`config.mk`:
```
export PLATFORM = sky130hd
export DESIGN_NAME = change_event_fifo
export DESIGN_NICKNAME = d
export VERILOG_FILES = /design/src/rtl/change_evt_pkg.sv /design/src/rtl/sync_fifo_fwft.sv /design/src/rtl/change_event_fifo.sv
export SDC_FILE = /design/constraint.sdc
export NUM_CORES = 1
export LEC_CHECK = 0
export BUFFER_PORTS_ARGS = -buffer_cell sky130_fd_sc_hd__buf_2
export CAP_MARGIN = 20
export CORE_UTILIZATION = 53
export CTS_CLUSTER_DIAMETER = 50
export DETAILED_ROUTE_END_ITERATION = 12
export HOLD_SLACK_MARGIN = 0.15
export PLACE_DENSITY_LB_ADDON = 0.12
export SYNTH_ARGS = -nofsm -noshare
export SYNTH_HDL_FRONTEND = slang
export SYNTH_SLANG_ARGS = --single-unit
```
`constraint.sdc`:
```
create_clock -name clk -period 2.7 [get_ports clk]
set_input_delay 0.81 -clock clk [delete_from_list [all_inputs] [get_ports clk]]
set_output_delay 0.81 -clock clk [all_outputs]
set_load 0.01 [all_outputs]
```
`src/rtl/change_evt_pkg.sv`:
```
// Shared widths and the event record layout for the value-change monitor.
// Records carry the new value and the cycle stamp of the detection edge.
package change_evt_pkg;
  localparam int DW_DEF    = 8;
  localparam int TSW_DEF   = 16;
  localparam int DEPTH_DEF = 4;
  localparam int CNTW_DEF  = 8;

  typedef struct packed {
    logic [DW_DEF-1:0]  value;
    logic [TSW_DEF-1:0] ts;
  } evt_entry_t;
endpackage

```
`src/rtl/sync_fifo_fwft.sv`:
```
// Generic first-word-fall-through FIFO; rdata shows the head one cycle after push.
// Push on full is taken only alongside a pop; pop on empty is ignored.
module sync_fifo_fwft #(
  parameter int WIDTH = 24,
  parameter int DEPTH = 4
) (
  input  logic                       clk,
  input  logic                       rst,
  input  logic                       push,
  input  logic                       pop,
  input  logic [WIDTH-1:0]           wdata,
  output logic [WIDTH-1:0]           rdata,
  output logic                       full,
  output logic                       empty,
  output logic [$clog2(DEPTH+1)-1:0] level
);
  localparam int PW = $clog2(DEPTH);
  localparam int LW = $clog2(DEPTH+1);

  logic [WIDTH-1:0] mem_q [DEPTH];
  logic [PW-1:0]    wr_ptr_q, wr_ptr_d;
  logic [PW-1:0]    rd_ptr_q, rd_ptr_d;
  logic [LW-1:0]    level_q, level_d;
  logic             do_push, do_pop;

  assign empty   = (level_q == '0);
  assign full    = (level_q == LW'(DEPTH));
  assign do_pop  = pop && !empty;
  assign do_push = push && (!full || do_pop);
  assign level   = level_q;
  // Head is forced to zero when empty so stale entries never leak out.
  assign rdata   = empty ? '0 : mem_q[rd_ptr_q];

  always_comb begin
    wr_ptr_d = wr_ptr_q;
    rd_ptr_d = rd_ptr_q;
    level_d  = level_q;
    if (do_push) wr_ptr_d = wr_ptr_q + PW'(1);
    if (do_pop)  rd_ptr_d = rd_ptr_q + PW'(1);
    case ({do_push, do_pop})
      2'b10:   level_d = level_q + LW'(1);
      2'b01:   level_d = level_q - LW'(1);
      default: level_d = level_q;
    endcase
  end

  always_ff @(posedge clk or negedge rst) begin
    if (!rst) begin
      wr_ptr_q <= '0;
      rd_ptr_q <= '0;
      level_q  <= '0;
    end else begin
      wr_ptr_q <= wr_ptr_d;
      rd_ptr_q <= rd_ptr_d;
      level_q  <= level_d;
    end
  end

  always_ff @(posedge clk) begin
    if (do_push) mem_q[wr_ptr_q] <= wdata;
  end
endmodule

```
`src/rtl/change_event_fifo.sv`:
```
// Value-change monitor: timestamps each enabled change of din and queues it in a FWFT FIFO.
// One cycle from detect edge to evt_valid; changes arriving on a full FIFO with no pop are dropped and counted.
module change_event_fifo
  import change_evt_pkg::*;
#(
  parameter int DW    = DW_DEF,
  parameter int TSW   = TSW_DEF,
  parameter int DEPTH = DEPTH_DEF,
  parameter int CNTW  = CNTW_DEF
) (
  input  logic                       clk,
  input  logic                       rst,
  input  logic                       en,
  input  logic [DW-1:0]              din,
  output logic                       evt_valid,
  input  logic                       evt_ready,
  output logic [DW-1:0]              evt_value,
  output logic [TSW-1:0]             evt_time,
  output logic [$clog2(DEPTH+1)-1:0] level,
  output logic [CNTW-1:0]            drop_cnt,
  input  logic                       drop_clr
);
  logic [TSW-1:0]    ts_q, ts_d;
  logic [DW-1:0]     prev_q, prev_d;
  logic [CNTW-1:0]   drop_cnt_q, drop_cnt_d;
  logic [DW+TSW-1:0] fifo_rdata;
  logic              fifo_full, fifo_empty;
  logic              det, pop, push, drop;

  assign det  = en && (din != prev_q);
  assign pop  = evt_valid && evt_ready;
  assign push = det && (!fifo_full || pop);
  assign drop = det && fifo_full && !pop;

  always_comb begin
    ts_d       = ts_q + TSW'(1);
    prev_d     = det ? din : prev_q;
    drop_cnt_d = drop_cnt_q;
    // Clear wins, but a drop in the same cycle still counts once.
    if (drop_clr)                             drop_cnt_d = drop ? CNTW'(1) : '0;
    else if (drop && drop_cnt_q != '1)        drop_cnt_d = drop_cnt_q + CNTW'(1);
  end

  always_ff @(posedge clk or negedge rst) begin
    if (!rst) begin
      ts_q       <= '0;
      prev_q     <= '0;
      drop_cnt_q <= '0;
    end else begin
      ts_q       <= ts_d;
      prev_q     <= prev_d;
      drop_cnt_q <= drop_cnt_d;
    end
  end

  sync_fifo_fwft #(
    .WIDTH (DW + TSW),
    .DEPTH (DEPTH)
  ) u_fifo (
    .clk   (clk),
    .rst   (rst),
    .push  (push),
    .pop   (pop),
    .wdata ({din, ts_q}),
    .rdata (fifo_rdata),
    .full  (fifo_full),
    .empty (fifo_empty),
    .level (level)
  );

  assign evt_valid              = !fifo_empty;
  assign {evt_value, evt_time}  = fifo_rdata;
  assign drop_cnt               = drop_cnt_q;
endmodule

```
==> qor.yml, run 1 <==
floorplanning:
  coreArea_um2: 9950
  ios: 49
  rows: 36
  die_w_um: 104
  die_area_um2: 10900
  initial_utilization_pct: 55.8
  die_h_um: 104
clocking:
  cts_buffer_depth: 2
  htreeDepth: 4
  root_buffer: "clkbuf_8"
  numCtsBuffers: 17
  clkSinkCount: 135
  cts_tree: "done"
  insertion_delay_ps: 520
  path_clk_slew_ps: 60
  ctsHoldBuffers: 0
place:
  hpwl_mm: 6.00
  place.gp.congestion: 0.719
  dp.cells: 518
  port_buffers: 48
sta:
  finalMaxSlewViolations: 0
  timing.final.ws_setup_ps: -81.2
  finalClockSkew_ps: 12.0
  fin_crit_sh_pct: 103
  finalHoldViolations: 0
  period_needed_ps: 2780
  slew_headroom_pct: 70.4
  fin_hold_ws_ps: 192
  rsz0062_at_grt: "true"
  timing.setup.tns_ps: -1040
  setup_violations: 22
  tightest_slew_ps: 442
  max_freq_ghz: 0.360
hold_path:
  hold_class: "input port to async pin"
worst_setup_path:
  start_kind: "flop"
  arrival_ps: 1970
  worstPathMaxFanout: 8
  path_delay_family: "multiplexers"
  worst_setup_path_end_kind: "primary output"
  crit_required_ps: 1890
  crit_chain: "buf_12 -> clkbuf_16 -> mux4_2 -> and2_1 -> buf_2"
  r2r_start: "prev_q[1]"
  path_class: "flop to primary output"
  startpoint: "u_fifo.rd_ptr_q[0]"
  crit_slowest_cell: "mux4_2"
  critical_path_buf_inv_count: 3
  max_stage_delay_ps: 500
synthesis:
  synth_top_area_share_pct: 51.9
  synth_area_per_cell_um2: 17.2
  synthTopCellsByArea: "edfxtp_1 52%, dfrtp_1 18%, mux4_2 9.7%"
  syn_nets: 344
  synthesis.area_um2: 5550
  synth_top_area_cell: "edfxtp_1"
  synth_cell_types: 37
  synth_seq_area_share_pct: 69.5
  synth_cells: 323
  ys_ff_latch: 135
  yosysWarningCount: 0
global_routing:
  grt_use_met1_pct: 24.5
  grt_max_degree: 27
  busiest_layer: "met2"
  grt_usage_pct: 19.1
  gr-usage-met3_pct: 4.70
  met2_usage_pct: 31.6
  gr-total-overflow: 0
  grt_pass1_wl_mm: 15.5
  antenna_found_initial: 0
  first_global_vias: 3026
detailed_routing:
  ant_nets: 0
  dr.first_iter.drc_count: 132
  totalWireLength_mm: 9.56
  wl_per_cell_um: 17.3
  viasPerCell: 5.41
  drt_pass1_iterations: 4
  num_vias: 2986
  drc: 0
cells_and_area:
  drive_gt1_share_pct: 36.3
  nNetsFinal: 427
  final_cell_mix: "96 x edfxtp_1, 41 x buf_2, 38 x dfrtp_1, 24 x mux4_2, 24 x buf_4"
  antenna_cells: 0
  final_cells: 552
  area_delta_synth_final_pct: 22.8
  final_common_cell: "edfxtp_1"
run_status:
  failed_checks: "negative setup slack"
  status: "finished, violations left"
run:
  cap_violations: 0
power:
  max-vdd-ir-drop_uv: 500
  power_density_nw_per_um2: 1060
  leakagePower_nw: 2.59
==> power by group <==
part           leakage, nW  switching [W]  internal, W
Combinational        0.949        0.00100      0.00120
Clock                0.285       0.000837      0.00142
Sequential            1.35       0.000138      0.00264
Total                 2.59        0.00198      0.00526
==> registers in the layout (all words and copies together) (netlist names) <==
| signal | flops |
|---|---|
| u_fifo.mem_q | 96 |
| ts_q | 16 |
| drop_cnt | 8 |
| prev_q | 8 |
| u_fifo.level | 3 |
| u_fifo.rd_ptr_q | 2 |
| u_fifo.wr_ptr_q | 2 |
==> layer usage <==
layer / vias up / wire (µm)
met5: - / 0
met4: 0 / 121
met3: 11 / 309
met2: 67 / 4920
met1: 1514 / 4210
li1: 1394 / -
==> cell families (layout without fill, tap and decap cells) <==
family	count (synthesis)	after routing	share of synthesized area, %
AOI/OAI and AO/OA	16	16	1.98
xor gates and xnor gates	28	28	4.42
adders and majority gates	8	8	1.94
buffers and inverters	22	118	1.69
DFF	135	135	69.5
muxes	35	35	11.9
and+or+nand+nor	79	79	8.56
==> worst reg2reg max path: stages (launching register included) <==
cell and delay (ps):
dfrtp_1 380, xnor2_1 200, nand4_1 220, o21ai_4 180, nor2_1 80, inv_1 70, ha_1 150, inv_1 50
fa_1 370, xor2_1 150, nor2_1 120, xor2_1 150
==> path summary, 6_finish.rpt <==
kind / end / slack (ps) / cells after the start
worst max register to register: u_fifo.level[2] / 500 / 11
worst min-delay path: drop_cnt[3] / 190 / 1
worst min register to register: prev_q[3] / 530 / 1
worst max-delay path: evt_time[8] / -80 / 5
min in group clk: prev_q[3] / 530 / 1
max in group asynchronous: u_fifo.rd_ptr_q[0] / 1820 / 2
==> metrics by stage <==
stage	total power, W	utilization [%]	setup WS, ps	instance area (µm²)
final	0.00724	68.5	-81.2	6820
after CTS	0.00707	67.4	-100	6710
after global placement	0.00476	61.5	9.76	6120
after global routing	0.00759	68.5	-136	6820
after detailed placement	0.00480	61.5	-44.3	6120
after floorplan	0.00407	-	5.01	5560
==> cells in the mapped netlist <==
master and number:
edfxtp_1 96, dfrtp_1 39, and2_1 30, mux4_2 24, xnor2_1 20, nand3_1 11, inv_1 10, mux2_2 9
nor2_1 9, xor2_1 8, clkbuf_1 7, ha_1 7, a21oi_1 6, and3_1 5, nand2_1 5, nand4_1 4
o31ai_1 4, or4_1 4, buf_2 3, nand2b_1 3, mux2i_1 2, o21ai_0 2, and4_1 1, buf_1 1
buf_6 1, fa_1 1, nand4b_1 1, nor3b_1 1, nor4_1 1, nor4b_4 1, o211a_1 1, o211ai_2 1
o21ai_2 1, o41ai_1 1, or2_2 1, or3_1 1, or3_2 1
==> layout make-up <==
cell class	count	area [µm²]
clock buffers	19	432
inverters	10	37.5
multi-input cells	166	1630
flip-flops and latches	135	3860
fillers	670	3130
clock inverters	13	155
well taps	133	166
repair buffers	76	541
==> what timing repair did <==
action	in CTS	in global routing
gates cloned	0	1
gates resized for setup	2	15
endpoints found under the setup margin	25	24
buffers inserted	0	1
No activity file was read; power rests on OpenSTA's default activity.
==> run 2: changes to the inputs <==
--- a/config.mk
+++ b/config.mk
@@ -9,4 +9,5 @@
 export CAP_MARGIN = 20
 export CORE_UTILIZATION = 53
+export CTS_BUF_LIST = sky130_fd_sc_hd__clkbuf_4
 export CTS_CLUSTER_DIAMETER = 50
 export DETAILED_ROUTE_END_ITERATION = 12
==> constraint.sdc (replaced) <==
create_clock -name clk -period 2.7 [get_ports clk]
set_input_delay 0.81 -clock clk [delete_from_list [all_inputs] [get_ports clk]]
set_output_delay 0.81 -clock clk [all_outputs]
set_load 0.02 [all_outputs]
==> qor.yml, run 2 (synthesis gave the netlist of run 1 again) <==
sta:
  setup_violations: 24
  finalHoldViolations: 0
  tightest_slew_ps: 430
  timing.final.ws_setup_ps: -103
  fin_crit_sh_pct: 104
  rsz0062_at_grt: "true"
  slew_headroom_pct: 71.3
  max_freq_ghz: 0.357
  timing.setup.tns_ps: -1690
  finalMaxSlewViolations: 0
  finalClockSkew_ps: 9.88
  period_needed_ps: 2800
global_routing:
  grt_pass1_wl_mm: 15.7
  gr-total-overflow: 0
  grt_usage_pct: 19.4
  grt_max_degree: 28
  first_global_vias: 3031
  antenna_found_initial: 0
floorplanning:
  rows: 36
  ios: 49
  die_area_um2: 10900
  initial_utilization_pct: 55.8
  coreArea_um2: 9950
  die_w_um: 104
  die_h_um: 104
cells_and_area:
  n_fill_cell: 712
  final_cell_mix: "96 x edfxtp_1, 39 x buf_2, 38 x dfrtp_1, 24 x mux4_2, 24 x buf_4"
  area_delta_synth_final_pct: 18.8
  drive_gt1_share_pct: 36.8
  fin_util_pct: 66.3
  multiInputGateArea_um2: 1630
  regArea_um2: 3860
  antenna_cells: 0
  nNetsFinal: 427
  final_common_cell: "edfxtp_1"
  largest_register_ffs: 96
  reg.largest.list: "u_fifo.mem_q: 96 flops, ts_q: 16 flops"
  largest-register: "u_fifo.mem_q"
worst_setup_path:
  crit_chain: "buf_12 -> mux4_2 -> and2_1 -> buf_2"
  worst_setup_path_end_kind: "primary output"
  r2r_slack_ps: 510
  arrival_ps: 1990
  worstPathMaxFanout: 9
  path_class: "flop to primary output"
  critical_path_buf_inv_count: 2
  crit_required_ps: 1890
  crit_slowest_cell: "mux4_2"
  start_kind: "flop"
  max_stage_delay_ps: 520
  path_delay_family: "multiplexers"
clocking:
  clkSinkCount: 135
  htreeDepth: 4
  path_clk_slew_ps: 120
  cts_tree: "done"
  insertion_delay_ps: 530
  numCtsBuffers: 17
  cts_buffer_depth: 2
  root_buffer: "clkbuf_4"
detailed_routing:
  wl_per_cell_um: 17.1
  drt_pass1_iterations: 5
  num_vias: 2990
  ant_nets: 0
  viasPerCell: 5.42
  drc: 0
  totalWireLength_mm: 9.42
  dr.first_iter.drc_count: 113
power:
  max-vdd-ir-drop_uv: 536
  power_density_nw_per_um2: 1040
  leakagePower_nw: 2.49
place:
  place.gp.congestion: 0.723
  port_buffers: 48
  hpwl_mm: 6.15
  pre_cts_slack_ps: -32.5
run_status:
  failed_checks: "negative setup slack"
  status: "finished, violations left"
run:
  cap_violations: 0
hold_path:
  hold_class: "input port to flop"
[run 2: cell types whose count changed in the layout (fill, tap and decap cells not counted), sizes merged]
cell,before,now
bufinv,3,5
clkbuf,20,17
dlygate4sd3,0,1
[run 2: report_power, final]
group | internal (W) | switching, W
logic | 0.00125 | 0.00124
clock network | 0.000832 | 0.000742
registers | 0.00263 | 0.000145
[run 2: worst reg2reg max path, cell delays in order, from the launching register on]
cell,delay [ps]
dfrtp_1,400
xnor2_1,200
nand4_1,210
o21ai_4,180
nor2_1,80
inv_1,80
ha_1,160
inv_1,50
fa_1,360
xor2_1,150
nor2_1,110
xor2_1,150
[run 2: final timing paths]
| check | endpoint | from | cells after the start |
|---|---|---|---|
| min in group asynchronous | drop_cnt[4] | rst | 2 |
| worst max-delay path | evt_time[7] | u_fifo.rd_ptr_q[0] | 4 |
| worst max register to register | u_fifo.level[2] | prev_q[1] | 11 |
| worst min register to register | prev_q[1] | prev_q[1] | 1 |
| worst min-delay path | drop_cnt[4] | drop_clr | 2 |
| max in group asynchronous | u_fifo.rd_ptr_q[0] | rst | 3 |
[run 2: layout make-up]
| cell class | count | share of cell area [%] |
|---|---|---|
| multi-input combinational | 166 | 24.8 |
| tap | 133 | 2.52 |
| timing repair buffer | 76 | 8.29 |
| clock inverter | 15 | 3.43 |
| inverter | 10 | 0.569 |
| clock buffer | 17 | 1.93 |
| sequential | 135 | 58.5 |
[run 2: what timing repair did]
item | CTS | global route
gates cloned | 1 | 0
gates resized for setup | 29 | 4
hold buffers | 1 | 0
endpoints found under the hold margin | 12 | 0
endpoints found under the setup margin | 25 | 24
setup buffers | 1 | 0
[run 2: stage by stage]
step	cells	hold WS, ps	power (W)	area [µm²]
after floorplan	323	476	0.00431	5560
after global placement	518	510	0.00501	6120
after detailed placement	518	520	0.00504	6120
after CTS	553	482	0.00695	6610
after global routing	552	503	0.00718	6600
final	552	530	0.00684	6600
[run 2: metal layers]
metal	GRT usage, %	vias to the layer above	wire, µm
met2	32.1	70	4880
met5	0	-	0
met4	6.73	0	124
met1	24.0	1515	4020
li1	-	1392	-
met3	6.39	13	400
